<file path="config.mk">
export PLATFORM = sky130hd
export DESIGN_NAME = io_responder_flat
export DESIGN_NICKNAME = d
export VERILOG_FILES = /design/src/rtl/io_responder_if.sv /design/src/rtl/io_responder.sv /design/src/flat_wrapper.sv
export SDC_FILE = /design/constraint.sdc
export NUM_CORES = 1
export LEC_CHECK = 0
export BUFFER_PORTS_ARGS = -buffer_cell sky130_fd_sc_hd__clkbuf_2
export CORE_AREA = 2 2 75 77
export DETAILED_ROUTE_END_ITERATION = 16
export DIE_AREA = 0 0 77 79
export GPL_TIMING_DRIVEN = 0
export HOLD_SLACK_MARGIN = 0.15
export PLACE_DENSITY = 0.78
export SETUP_SLACK_MARGIN = 0.05
export SLEW_MARGIN = 0
export SYNTH_ARGS = -nofsm -noshare
export SYNTH_HDL_FRONTEND = slang
export SYNTH_SLANG_ARGS = --single-unit
export TNS_END_PERCENT = 100
</file>
<file path="constraint.sdc">
create_clock -name clk -period 6.24 [get_ports clk]
set_input_delay 0.624 -clock clk [delete_from_list [all_inputs] [get_ports clk]]
set_output_delay 0.624 -clock clk [all_outputs]
set_load 0.1 [all_outputs]
</file>
<file path="src/rtl/io_responder_if.sv">
// CPU-side I/O strobe bus between the datapath and the I/O responder.
// The CPU stalls on io_busy and completes on the io_ready pulse.
interface io_responder_if;
    logic        io_read;
    logic        io_write;
    logic [31:0] io_wdata;
    logic [31:0] io_rdata;
    logic        io_ready;
    logic        io_busy;

    modport master (
        output io_read,
        output io_write,
        output io_wdata,
        input  io_rdata,
        input  io_ready,
        input  io_busy
    );

    modport slave (
        input  io_read,
        input  io_write,
        input  io_wdata,
        output io_rdata,
        output io_ready,
        output io_busy
    );
endinterface

</file>
<file path="src/rtl/io_responder.sv">
// Single-address I/O responder: LED writes complete at once, switch
// reads wait for a debounced button press made during the read.
module io_responder #(
    parameter int SW_WIDTH        = 16,
    parameter int LED_WIDTH       = 16,
    parameter int DEBOUNCE_CYCLES = 4
) (
    input  logic                 clk,
    input  logic                 rst,
    io_responder_if.slave        bus,
    input  logic [SW_WIDTH-1:0]  sw_raw,
    input  logic                 btn_raw,
    output logic [LED_WIDTH-1:0] led
);

    localparam int CW = $clog2(DEBOUNCE_CYCLES) + 1;
    localparam logic [CW-1:0] CNT_LAST = CW'(DEBOUNCE_CYCLES - 1);

    typedef enum logic [1:0] {
        IDLE,
        WAIT_BTN,
        RD_DONE,
        WR_DONE
    } state_e;

    state_e state_q, state_d;

    logic [SW_WIDTH-1:0]  sw_s1_q, sw_s_q;
    logic                 btn_s1_q, btn_s_q;
    logic                 db_q, db_d;
    logic                 db_prev_q;
    logic [CW-1:0]        cnt_q, cnt_d;
    logic [LED_WIDTH-1:0] led_q, led_d;
    logic [31:0]          rdata_q, rdata_d;
    logic                 ready_q, ready_d;
    logic                 press;
    logic                 unused_wdata;

    assign unused_wdata = ^bus.io_wdata[31:LED_WIDTH];

    // Board inputs are asynchronous; two flops before any use.
    always_ff @(posedge clk or posedge rst) begin
        if (rst) begin
            sw_s1_q  <= '0;
            sw_s_q   <= '0;
            btn_s1_q <= 1'b0;
            btn_s_q  <= 1'b0;
        end else begin
            sw_s1_q  <= sw_raw;
            sw_s_q   <= sw_s1_q;
            btn_s1_q <= btn_raw;
            btn_s_q  <= btn_s1_q;
        end
    end

    always_comb begin
        cnt_d = cnt_q;
        db_d  = db_q;
        if (btn_s_q == db_q) begin
            cnt_d = '0;
        end else if (cnt_q == CNT_LAST) begin
            db_d  = btn_s_q;
            cnt_d = '0;
        end else begin
            cnt_d = cnt_q + 1'b1;
        end
    end

    assign press = db_q & ~db_prev_q;

    always_comb begin
        state_d = state_q;
        led_d   = led_q;
        rdata_d = rdata_q;
        unique case (state_q)
            IDLE: begin
                if (bus.io_write) begin
                    led_d   = bus.io_wdata[LED_WIDTH-1:0];
                    state_d = WR_DONE;
                end else if (bus.io_read) begin
                    state_d = WAIT_BTN;
                end
            end
            WAIT_BTN: begin
                if (!bus.io_read) begin
                    state_d = IDLE;
                end else if (press) begin
                    rdata_d = 32'(sw_s_q);
                    state_d = RD_DONE;
                end
            end
            RD_DONE: state_d = IDLE;
            WR_DONE: state_d = IDLE;
        endcase
        ready_d = (state_d == RD_DONE) || (state_d == WR_DONE);
    end

    always_ff @(posedge clk or posedge rst) begin
        if (rst) begin
            state_q   <= IDLE;
            db_q      <= 1'b0;
            db_prev_q <= 1'b0;
            cnt_q     <= '0;
            led_q     <= '0;
            rdata_q   <= '0;
            ready_q   <= 1'b0;
        end else begin
            state_q   <= state_d;
            db_q      <= db_d;
            db_prev_q <= db_q;
            cnt_q     <= cnt_d;
            led_q     <= led_d;
            rdata_q   <= rdata_d;
            ready_q   <= ready_d;
        end
    end

    assign led          = led_q;
    assign bus.io_rdata = rdata_q;
    assign bus.io_ready = ready_q;
    assign bus.io_busy  = (bus.io_read | bus.io_write) & ~ready_q;

endmodule

</file>
<file path="src/flat_wrapper.sv">
// flat-port wrapper written by rule: the top's interface ports become plain ports
module io_responder_flat 
#(
    parameter int SW_WIDTH        = 16,
    parameter int LED_WIDTH       = 16,
    parameter int DEBOUNCE_CYCLES = 4
)
  (clk, rst, sw_raw, btn_raw, led, bus_io_read, bus_io_write, bus_io_wdata, bus_io_rdata, bus_io_ready, bus_io_busy);
  io_responder_if bus_i ();
  input  logic clk;
  input  logic rst;
  input  logic [SW_WIDTH-1:0] sw_raw;
  input  logic btn_raw;
  output logic [LED_WIDTH-1:0] led;
  input wire logic [$bits(bus_i.io_read)-1:0] bus_io_read;
  input wire logic [$bits(bus_i.io_write)-1:0] bus_io_write;
  input wire logic [$bits(bus_i.io_wdata)-1:0] bus_io_wdata;
  output wire logic [$bits(bus_i.io_rdata)-1:0] bus_io_rdata;
  output wire logic [$bits(bus_i.io_ready)-1:0] bus_io_ready;
  output wire logic [$bits(bus_i.io_busy)-1:0] bus_io_busy;
  assign bus_i.io_read = bus_io_read;
  assign bus_i.io_write = bus_io_write;
  assign bus_i.io_wdata = bus_io_wdata;
  assign bus_io_rdata = bus_i.io_rdata;
  assign bus_io_ready = bus_i.io_ready;
  assign bus_io_busy = bus_i.io_busy;
  io_responder #(.SW_WIDTH(SW_WIDTH), .LED_WIDTH(LED_WIDTH), .DEBOUNCE_CYCLES(DEBOUNCE_CYCLES)) u_core (.clk(clk), .rst(rst), .bus(bus_i), .sw_raw(sw_raw), .btn_raw(btn_raw), .led(led));
endmodule
</file>
==> metrics.cfg <==
[outcome]
status = completed

[critical_path]
endpoint_kind = output pin
crit_chain = clkbuf_2 -> nor2_1 -> nor2_1 -> clkbuf_2
critPathKind = primary input to output pin
arrival_ns = 1.34
worst-path-max-fanout = 3
critPathTopFamily = buffers and inverters
crit_required_ns = 5.62
max_stage_delay_ns = 0.47
startpoint_type = primary input
critical_path_buf_inv_count = 2
critPathSlowestCell = clkbuf_2

[layout]
nFillCells = 437
drive_gt1_share_pct = 58.37
final_nets = 295
antenna_cells = 0
syn_to_final_growth_pct = 27.72

[clocking]
postCtsHoldBufs = 0
cts.sinks = 74
htree_levels = 3
clkSlewWorstSetupHoldPaths_ns = 0.08
max-clock-path-buffers = 2
cts_tree = built
cts_made_buffers = 9
clock_tree.root_cell = clkbuf_8
clk_latency_ns = 0.34
cts_resized = 0
post_cts_buffers = 0

[placed_design]
gp_congestion = 0.6697
io_buffers = 70
hpwl_um = 2725

[run]
maxCapViolations = 0

[timing]
whs_ns = 0.3465
final.setup.tns_ns = 0
final_hold_viol_count = 0
slew_viol_final = 0
fmax_ghz = 0.5089
min_period_over_period_pct = 31.49
slew_headroom_pct = 43.09
setup_viol = 0
period_minus_slack_ns = 1.965
fin_worst_skew_ns = 0.01037
tightest_slew_ns = 0.8536
rsz0062_at_grt = no

[die]
rows = 27
io_pins = 103
die_area_sq_um = 6083
initial_utilization_pct = 47.44
fp.dieH_um = 79
core_area_sq_um = 5338
die_x_um = 77

[synth]
synth_top_cell_by_area = dfrtp_1
synth.area.top_cells = dfrtp_1, mux2_2, buf_4
synth-seq-cells = 74
seq_area_frac_synth_pct = 73.12
synthCells = 145
async_flop_share_pct = 100.0
ys.flop_type = dfrtp_1
yosysMostFrequentCell = dfrtp_1
yosysWarnings = 0
synth_common_cells = dfrtp_1, mux2_2, buf_4
syn-cell-area_sq_um = 2532
syn_avg_cell_area_sq_um = 17.47
synth_top_area_share_pct = 73.12
synth_edf_count = 0
synthDistinctLibCells = 19

[detailed_routing]
post_drt_wl_per_cell_um = 12.37
avgViaCountPerCell = 4.297
ant_nets = 0
num_vias = 1362
firstDrtPassIters = 3
wirelength_um = 3922
initialDrtViolationCount = 39
drc = 0

[global_routing]
antenna_found_initial = 0
grt_pass1_wl_um = 6527
globalRouteOverflowTotal = 0
grt_usage_pct = 14.66
grt_max_degree = 75
grt_pass1_vias = 1379

[min_path]
worstHoldPathType = flop to flop

## through the flow
stage	util [%]	worst slack, ns	cells	instance area, sq um
3_3_place_gp	56.75	3.057	302	3029
2_1_floorplan	-	3.472	160	2589
6_report	60.60	4.275	317	3234
3_5_place_dp	56.80	4.285	302	3032
4_1_cts	60.60	4.281	317	3234
5_1_grt	60.60	4.256	317	3234
## state kept, by name (all words and copies together), names as in the netlist
signal and cells:
u_core.bus.io_rdata 16, u_core.led 16, u_core.sw_s1_q 16, u_core.sw_s_q 16, u_core.cnt_q 3, u_core.state_q 2, u_core.btn_s1_q 1, u_core.btn_s_q 1
u_core.bus.io_ready 1, u_core.db_prev_q 1, u_core.db_q 1
## placed cells by master, fill, tap and decap left out
master	count
dfrtp_1	74
clkbuf_2	70
mux2_2	25
buf_4	17
conb_1	16
clkbuf_8	11
mux2_4	8
nor3b_1	3
or2_2	3
nand2_1	2
nor2_1	2
nand2b_2	1
nor3_4	1
buf_12	1
buf_2	1
a21oi_1	1
xnor2_1	1
nor2b_1	1
nor3_1	1
inv_4	1
ha_1	1
bufinv_16	1
clkinv_2	1
clkinvlp_4	1
clkinv_4	1
## layout make-up
| class | instances | area (sq um) | area share, % |
|---|---|---|---|
| sequential | 74 | 1852 | 57.25 |
| buffer | 19 | 152.6 | 4.720 |
| timing repair buffer | 70 | 350.3 | 10.83 |
| multi-input combinational | 66 | 580.6 | 17.95 |
| clock buffer | 11 | 151.4 | 4.681 |
| inverter | 1 | 6.256 | 0.1934 |
| clock inverter | 4 | 51.30 | 1.586 |
| tap | 72 | 90.09 | 2.785 |
## final timing paths
path                       slack, ns  cells after the start                            endpoint                         from
max                             4.28                      4                         bus_io_busy                  bus_io_read
min                             0.35                      0          u_core.sw_s_q[7]$_DFF_PP0_  u_core.sw_s1_q[7]$_DFF_PP0_
max reg2reg                     4.58                      4  u_core.bus.io_rdata[0]$_DFFE_PP0P_   u_core.db_prev_q$_DFF_PP0_
min reg2reg                     0.35                      0          u_core.sw_s_q[7]$_DFF_PP0_  u_core.sw_s1_q[7]$_DFF_PP0_
max in group asynchronous       5.24                      2           u_core.led[7]$_DFFE_PP0P_                          rst
min in group asynchronous       0.45                      2         u_core.sw_s1_q[6]$_DFF_PP0_                          rst
## kinds of logic after synthesis
logic type | after synthesis | share of synthesized area, %
other | 1 | 0.1481
XOR/XNOR | 1 | 0.3459
AO/OA/AOI/OAI | 1 | 0.1974
flip-flops | 74 | 73.12
AND/OR/NAND/NOR | 14 | 3.657
buffers and inverters | 20 | 6.175
multiplexers | 33 | 15.86
adder cells (fa/ha/maj) | 1 | 0.4940
## routing by layer
metal / global-route usage (%) / part of all wire [%]
met5: 0 / 0
met4: 8.571 / 2.1
met3: 5.795 / 8.0
met2: 23.07 / 49
met1: 17.19 / 41
Power is not shown: default switching activity piles up to over one toggle a cycle in this logic, so the estimate is an artifact.
